`src/rtl/apb_arb_pkg.sv`:
```
// Shared types and helpers for the APB request arbiter.
// ARB_FIXED_PRIO_EN selects lowest-index-wins instead of round-robin.
package apb_arb_pkg;

  localparam int DEF_NO_REQ = 4;
  localparam int MAX_REQ    = 8;

  typedef enum logic [3:0] {
    ARB_IDLE = 4'b0001,
    ISSUE    = 4'b0010,
    WAIT     = 4'b0100,
    RESP     = 4'b1000
  } arb_state_e;

  // First set bit of req, searching upward from ptr+1 and wrapping at n.
  function automatic logic [MAX_REQ-1:0] rr_onehot(
    input logic [MAX_REQ-1:0] req,
    input logic [2:0]         ptr,
    input logic [3:0]         n
  );
    logic [MAX_REQ-1:0] g;
    logic [3:0]         pos;
    logic               found;
    g     = '0;
    found = 1'b0;
    for (int k = 1; k <= MAX_REQ; k++) begin
      pos = {1'b0, ptr} + 4'(k);
      if (pos >= n) pos = pos - n;
      if ((k <= int'(n)) && !found && req[pos[2:0]]) begin
        g[pos[2:0]] = 1'b1;
        found       = 1'b1;
      end
    end
    return g;
  endfunction

endpackage

```
`src/rtl/apb_req_arbiter_rr.sv`:
```
// Combinational winner selection for the APB request arbiter.
// ARB_FIXED_PRIO_EN turns it into a fixed lowest-index priority encoder.
module rr_arbiter
  import apb_arb_pkg::*;
#(
  parameter int NO_REQ = DEF_NO_REQ,
  parameter int REQ_W  = $clog2(NO_REQ)
) (
  input  logic [NO_REQ-1:0] req,
  input  logic [REQ_W-1:0]  ptr,
  output logic [NO_REQ-1:0] gnt,
  output logic [REQ_W-1:0]  idx,
  output logic              any
);

  logic [MAX_REQ-1:0] req_x;
  logic [MAX_REQ-1:0] gnt_x;
  logic               unused_ok;

  assign req_x = MAX_REQ'(req);

`ifdef ARB_FIXED_PRIO_EN
  assign gnt_x     = req_x & (~req_x + MAX_REQ'(1));
  assign unused_ok = ^{ptr, gnt_x};
`else
  assign gnt_x     = rr_onehot(req_x, 3'(ptr), 4'(NO_REQ));
  assign unused_ok = ^gnt_x;
`endif

  assign gnt = gnt_x[NO_REQ-1:0];
  assign any = |req;

  always_comb begin
    idx = '0;
    for (int i = 0; i < NO_REQ; i++) begin
      if (gnt[i]) idx = REQ_W'(i);
    end
  end

endmodule

```
`src/rtl/apb_req_arbiter.sv`:
```
// Shares one APB master request port between NO_REQ requesters.
// Define ARB_FIXED_PRIO_EN for fixed priority instead of round-robin.
module apb_req_arbiter
  import apb_arb_pkg::*;
#(
  parameter int DATA_WIDTH = 32,
  parameter int ADDR_WIDTH = 32,
  parameter int NO_SLAVES  = 4,
  parameter int NO_REQ     = DEF_NO_REQ,
  parameter int REQ_W      = $clog2(NO_REQ)
) (
  input  logic                         PCLK,
  input  logic                         PRESETn,
  input  logic [NO_REQ-1:0]            req_valid,
  input  logic [NO_REQ-1:0]            req_write,
  input  logic [NO_REQ*ADDR_WIDTH-1:0] req_addr,
  input  logic [NO_REQ*DATA_WIDTH-1:0] req_wdata,
  output logic [NO_REQ-1:0]            req_gnt,
  output logic [NO_REQ-1:0]            req_done,
  output logic [DATA_WIDTH-1:0]        rsp_rdata,
  output logic                         rsp_slverr,
  output logic [ADDR_WIDTH-1:0]        PSI_ADDR,
  output logic                         PSI_WRITE,
  output logic [DATA_WIDTH-1:0]        PSI_WDATA,
  output logic                         Transfer,
  input  logic [NO_SLAVES-1:0]         PSELx,
  input  logic                         PENABLE,
  input  logic                         PREADY,
  input  logic [DATA_WIDTH-1:0]        PRDATA,
  input  logic                         PSLVERR
);

  arb_state_e            state;
  arb_state_e            state_nxt;
  logic [NO_REQ-1:0]     win_gnt;
  logic [REQ_W-1:0]      win_idx;
  logic [REQ_W-1:0]      ptr;
  logic                  win_any;
  logic                  complete;
  logic [ADDR_WIDTH-1:0] win_addr;
  logic [DATA_WIDTH-1:0] win_wdata;
  logic                  win_write;

  rr_arbiter #(
    .NO_REQ (NO_REQ),
    .REQ_W  (REQ_W)
  ) u_rr (
    .req (req_valid),
    .ptr (ptr),
    .gnt (win_gnt),
    .idx (win_idx),
    .any (win_any)
  );

  always_comb begin
    win_addr  = '0;
    win_wdata = '0;
    win_write = 1'b0;
    for (int i = 0; i < NO_REQ; i++) begin
      if (win_gnt[i]) begin
        win_addr  = req_addr[i*ADDR_WIDTH +: ADDR_WIDTH];
        win_wdata = req_wdata[i*DATA_WIDTH +: DATA_WIDTH];
        win_write = req_write[i];
      end
    end
  end

  // The bus is only watched; completion is the ACCESS phase ending.
  assign complete = PENABLE & (|PSELx) & (PREADY | PSLVERR);

  always_ff @(posedge PCLK or negedge PRESETn) begin
    if (!PRESETn) state <= ARB_IDLE;
    else          state <= state_nxt;
  end

  always_comb begin
    state_nxt = state;
    unique case (1'b1)
      (state == ARB_IDLE): if (win_any) state_nxt = ISSUE;
      (state == ISSUE):    state_nxt = WAIT;
      (state == WAIT):     if (complete) state_nxt = RESP;
      (state == RESP):     state_nxt = ARB_IDLE;
      default:             state_nxt = ARB_IDLE;
    endcase
  end

  // PSI_* stay put until the next grant; the master re-reads them in ACCESS.
  always_ff @(posedge PCLK or negedge PRESETn) begin
    if (!PRESETn) begin
      req_gnt    <= '0;
      req_done   <= '0;
      rsp_rdata  <= '0;
      rsp_slverr <= 1'b0;
      PSI_ADDR   <= '0;
      PSI_WRITE  <= 1'b0;
      PSI_WDATA  <= '0;
      Transfer   <= 1'b0;
      ptr        <= REQ_W'(NO_REQ - 1);
    end else begin
      unique case (1'b1)
        (state == ARB_IDLE): begin
          if (win_any) begin
            PSI_ADDR  <= win_addr;
            PSI_WRITE <= win_write;
            PSI_WDATA <= win_wdata;
            Transfer  <= 1'b1;
            req_gnt   <= win_gnt;
            ptr       <= win_idx;
          end
        end
        (state == ISSUE): begin
          Transfer <= 1'b0;
        end
        (state == WAIT): begin
          if (complete) begin
            req_done   <= req_gnt;
            rsp_slverr <= PSLVERR;
            if (!PSI_WRITE) rsp_rdata <= PRDATA;
          end
        end
        (state == RESP): begin
          req_done <= '0;
          req_gnt  <= '0;
        end
        default: begin
          Transfer <= 1'b0;
        end
      endcase
    end
  end

endmodule

```
`config.mk`:
```
export PLATFORM = sky130hd
export DESIGN_NAME = apb_req_arbiter
export DESIGN_NICKNAME = d
export VERILOG_FILES = /design/src/rtl/apb_arb_pkg.sv /design/src/rtl/apb_req_arbiter_rr.sv /design/src/rtl/apb_req_arbiter.sv
export SDC_FILE = /design/constraint.sdc
export NUM_CORES = 1
export LEC_CHECK = 0
export CORE_AREA = 2 2 159 161
export CTS_CLUSTER_DIAMETER = 80
export DETAILED_ROUTE_END_ITERATION = 6
export DIE_AREA = 0 0 161 163
export HOLD_SLACK_MARGIN = 0.1
export SYNTH_ARGS = -nofsm -noshare
export SYNTH_HDL_FRONTEND = slang
export SYNTH_SLANG_ARGS = --single-unit
```
`constraint.sdc`:
```
create_clock -name PCLK -period 4 [get_ports PCLK]
set_clock_uncertainty 0.2 [all_clocks]
set_input_delay 0.8 -clock PCLK [delete_from_list [all_inputs] [get_ports PCLK]]
set_output_delay 0.8 -clock PCLK [all_outputs]
set_load 0.02 [all_outputs]
```
Word level (Yosys, flattened, before mapping):

Index checks and enable logic that the tools add are counted.

* bits in registers: 113
* bits of input ports: 305

* add/sub/neg operators: 8
* magnitude comparators: 12
* equal/unequal tests: 6
* multiplexer cells: 51
* bitwise operators: 8
* reduce and logical (&&, ||, !) cells: 22

Operators by type and width (number)
* $mux W32: 8
* $mux W4: 8
* $mux W1: 17
* $ge A4 B3 Y1 const B: 4
* $lt A3 B4 Y1 const B: 4
* $pmux W4 S2: 2
* $bmux W1 S3: 4
* $demux W1 S3: 4
* $ge A3 B1 Y1 const B: 4
* $mux W3: 4
* $or A4 B4 Y4: 3
* $pmux W4 S3: 1
* $reduce_and A2 Y1: 6
* $sub A3 B3 Y3 const B: 4
* $reduce_or A4 Y1: 2
* $logic_and A1 B1 Y1: 7
* $add A2 B2 Y3 const B: 2
* $add A2 B3 Y4 const B: 1
* $eq A4 B1 Y1 const B: 1
* $eq A4 B2 Y1 const B: 1
* $eq A4 B3 Y1 const B: 1
* $eq A4 B4 Y1 const B: 1
* $mux W2: 2
* $reduce_bool A2 Y1: 2
* 10 further kinds: 14

Logic depth before layout (Yosys ltp):

* depth in word-level cells: 19
* depth in mapped cells: 12

Modules after synthesis:

Synthesis repeated with hierarchy kept, for this count alone.

* cell total of the unflattened synthesis: 576
* area, all modules: 6109.6 sq um

Modules (own cells, without submodules)
* apb_req_arbiter: instances 1, cells an instance 531, area an instance 5662.9 sq um, sequential area each 2831.5 sq um
* rr_arbiter: instances 1, cells an instance 45, area an instance 446.7 sq um, sequential area each 0.0 sq um

Worst setup path before layout:

Ideal clock, no wire load.

* path type: reg-to-reg
* from: reg ptr[0]
* to: reg PSI_ADDR[5]
* setup time: 0.090 ns
* arrival time: 3.047 ns
* setup slack: 0.662 ns
* stages on the path, launching flop included: 12
* buffers on the path: 3
* clock period less this slack: 3.338 ns
* path through: dfstp_2 > buf_4 > inv_1 > ha_1 > mux4_2 > a221oi_4 > and3_1 > a221o_1 > or4_4 > buf_6 > buf_2 > o221ai_1

* longest elaborated chain between the ends: 19
* elaborated cells between the ends (all ways): 64
* classes of those cells: add/sub: 8; order compare: 12; mux: 31; bitwise: 3; reduce/logical: 10

RTL lines
* from (decl): line apb_req_arbiter.sv:37 `logic [REQ_W-1:0] ptr;`
* from (signal assigned): line apb_req_arbiter.sv:98 `ptr <= REQ_W'(NO_REQ - 1);`
* from (signal assigned): line apb_req_arbiter.sv:108 `ptr <= win_idx;`
* parallel branches: the longest is 14 deep, another holds $ge A4 B3 Y1
* $mux W4 *: line apb_arb_pkg.sv:29 `if ((k <= int'(n)) && !found && req[pos[2:0]]) begin`
* $mux W32 (3 in a row): line apb_req_arbiter.sv:60 `if (win_gnt[i]) begin`
* $mux W32 *: line apb_req_arbiter.sv:60
* to (signal assigned): line apb_req_arbiter.sv:103 `PSI_ADDR <= win_addr;`
* to (decl): line apb_req_arbiter.sv:22 `output logic [ADDR_WIDTH-1:0] PSI_ADDR,`

Every way passes the cells marked *. The select of a mux whose other input is x is not followed.
A chain may end at the register's enable or synchronous reset.

Worst setup path in the final report:

* from: reg ptr[0]
* to: reg PSI_WDATA[8]

* longest elaborated chain between the ends: 19
* elaborated cells between the ends (all ways): 64
* classes of those cells: add/sub: 8; order compare: 12; mux: 31; bitwise: 3; reduce/logical: 10

RTL lines
* parallel branches: the longest is 14 deep, another holds $ge A4 B3 Y1
* $mux W4 *: line apb_arb_pkg.sv:29
* $mux W32 (3 in a row): line apb_req_arbiter.sv:60
* $mux W32 *: line apb_req_arbiter.sv:60
* to (signal assigned): line apb_req_arbiter.sv:105 `PSI_WDATA <= win_wdata;`
* to (decl): line apb_req_arbiter.sv:24 `output logic [DATA_WIDTH-1:0] PSI_WDATA,`

Marked as above.

==> results.cfg <==
[synthesis]
ys_ff_latch = 113
avgSynthCellArea_um2 = 8.74
syn_nets = 1092
ys_types = 43
ys.warnings.count = 0
synthTopCellsByCount = inv_1, dfrtp_1, nand2_1
synth_edf_count = 0
syn-cell-area_um2 = 6810
ys_seq_area_share_pct = 41.6
yosysTopAreaCell = dfrtp_1
synth.top_cell.area_share_pct = 40.4
syn_inst = 779
synth-main-ff-cell = dfrtp_1
synthArstFlopShare_pct = 100
yosysMostFrequentCell = inv_1
synthTopCellsByArea = dfrtp_1, a311oi_1, o221ai_1

[global_route]
overflow = 0
grt_max_degree = 73
grt.total_usage_pct = 22.6
grt_pass1_wl_mm = 45.8
first_global_vias = 7745
grt_antenna_before_repair = 0

[setup_path]
cp-start-kind = register
worstSetupPathType = register to register
end_kind = register
ff2ff_setup_slack_ns = 0.31
arrival_ns = 3.80
critPathMaxFanout = 42
rr_worst_depth = 9
required_ns = 4.11

[power]
swShare_pct = 46.4
p_int_mw = 5.25
p_leak_nw = 5.03
ir_drop_uv = 630
p_total_mw = 9.80
seqPwrFrac_pct = 21.0
p_clk_share_pct = 15.4
switchingPower_mw = 4.55
p_per_area_nw_per_um2 = 826
pwr-share-comb_pct = 63.6

[floorplanning]
die_w_um = 161
io-pin-count = 412
core_um2 = 24700
floorplan.die.height_um = 163
start_util_pct = 27.6
die_area_um2 = 26200
rows = 58

[finish]
synthToLayoutAreaGrowth_pct = 74.1
regArea_um2 = 2830
nFillCells = 2367
fin_nets = 1466
fin_util_pct = 48.1
diodes = 0
drive_gt1_share_pct = 9.43
multi_input_area_um2 = 3190

[detailed_routing]
post_drt_via_cell_ratio = 5.21
routedWlPerCell_um = 20.3
num_vias = 7789
ant_nets = 0
dr.pass1.iters = 4
drt_wl_total_mm = 30.3
drt-initial-drc-count = 527
drc_errors = 0

[clock_network]
numCtsBuffers = 17
ctsRootBufferMaster = clkbuf_16
cts_num_sinks = 113
postCtsResizedCells = 0
cts.reportedPaths.clkPinSlew_ns = 0.06
postCtsSetupBuffers = 0
htree_levels = 4
cts_max_path_buffers = 2
cts_hold_buf = 0
clk_latency_ns = 0.41
cts_tree = yes

[sta]
hold_viol = 0
relSlewSlack_pct = 34.4
tns_ns = 0
fmax_ghz = 0.271
min_period_ns = 3.69
period_share_pct = 92.3
slew_viol_final = 0
setup_ws_ns = 0.310
grt_setup_unrepaired = false
setup_viol = 0
worstMarginPinSlew_ns = 0.985
holdWs_ns = 0.281

[flow_run]
max_cap_violations = 0

[placement]
portBuffers = 411
dp_slack_ns = 0.0962
place.gp.congestion = 0.823
hpwl_mm = 20.9

[worst_hold_path]
min_path_cells = 2
hold_class = register to register

[status]
outcome = complete, no violations
-- power by group through the flow --
stage | combinational (mW) | sequential, mW | clock (mW)
6_report | 6.23 | 2.06 | 1.51
5_1_grt | 6.76 | 2.14 | 1.60
4_1_cts | 6.25 | 2.07 | 1.55
3_5_place_dp | 6.25 | 2.08 | 0
3_3_place_gp | 6.22 | 2.07 | 0
2_1_floorplan | 3.17 | 2.59 | 0
-- path summary, 6_finish.rpt --
path,startpoint,end
max in group asynchronous,PRESETn,PSI_WDATA[8]
min,PSI_WDATA[3],PSI_WDATA[3]
min in group asynchronous,PRESETn,rsp_rdata[24]
min reg2reg,PSI_WDATA[3],PSI_WDATA[3]
max reg2reg,ptr[0],PSI_WDATA[8]
max,ptr[0],PSI_WDATA[8]
-- placed cells by master, fill, tap and decap left out, types with 2 or more instances in the layout --
cell / count
dfrtp_1: 110
clkinvlp_4: 2
a21oi_1: 6
clkdlybuf4s50_1: 410
mux2_1: 2
inv_1: 137
o31ai_1: 4
ha_1: 8
inv_6: 4
a221oi_4: 2
and3_1: 2
mux4_2: 2
dfstp_2: 3
mux2_2: 36
buf_4: 20
a311oi_1: 65
nor2_1: 7
buf_12: 4
clkbuf_8: 2
o21ai_0: 73
o221ai_1: 65
nand2_1: 81
a221o_2: 2
clkinv_2: 2
clkinv_4: 4
a22oi_1: 3
nand3_1: 4
clkbuf_16: 17
a31oi_1: 66
-- metrics by stage --
stage | area, µm² | std cells
2_1_floorplan | 6810 | 779
3_3_place_gp | 11300 | 1464
3_5_place_dp | 11300 | 1464
4_1_cts | 11900 | 1496
5_1_grt | 11900 | 1496
6_report | 11900 | 1496
-- cells by family (layout without fill, tap and decap cells) --
group	after synthesis	in the layout	share of synthesized area, %
adders and majority gates	8	8	1.47
AOI/OAI and AO/OA	291	291	30.8
muxes	40	40	6.94
DFF	113	113	41.6
and+or+nand+nor	110	110	6.89
buffers and inverters	217	604	12.4
-- critical path, stage by stage (launching register included) --
cell and delay (ns):
dfstp_2 0.70, inv_1 0.17, ha_1 0.37, mux4_2 0.38, a221oi_4 0.08, and3_1 0.22
a221o_2 0.45, or4_4 0.55, buf_12 0.19, o221ai_1 0.23
-- final cells by class --
| class | instances | share of cell area [%] |
|---|---|---|
| Timing Repair Buffer | 434 | 36.5 |
| Tap cell | 330 | 3.48 |
| Clock inverter | 13 | 1.05 |
| Clock buffer | 19 | 3.82 |
| Multi-Input combinational cell | 449 | 26.9 |
| Sequential cell | 113 | 23.9 |
| Inverter | 138 | 4.37 |
-- per-layer routing --
metal	vias to the layer above	wire, µm	global-route usage, %
met5	-	0	0
met4	0	666	7.06
met3	39	2560	5.65
met2	425	14700	38.5
met1	3714	12300	28.1
li1	3611	-	-
-- state kept, by name (all words and copies together) (netlist names) --
register    flops
PSI_WRITE       1
Transfer        1
state           4
ptr             2
req_done        4
PSI_WDATA      32
PSI_ADDR       32
req_gnt         4
rsp_slverr      1
rsp_rdata      32
Power figures use the tool's default switching activity.
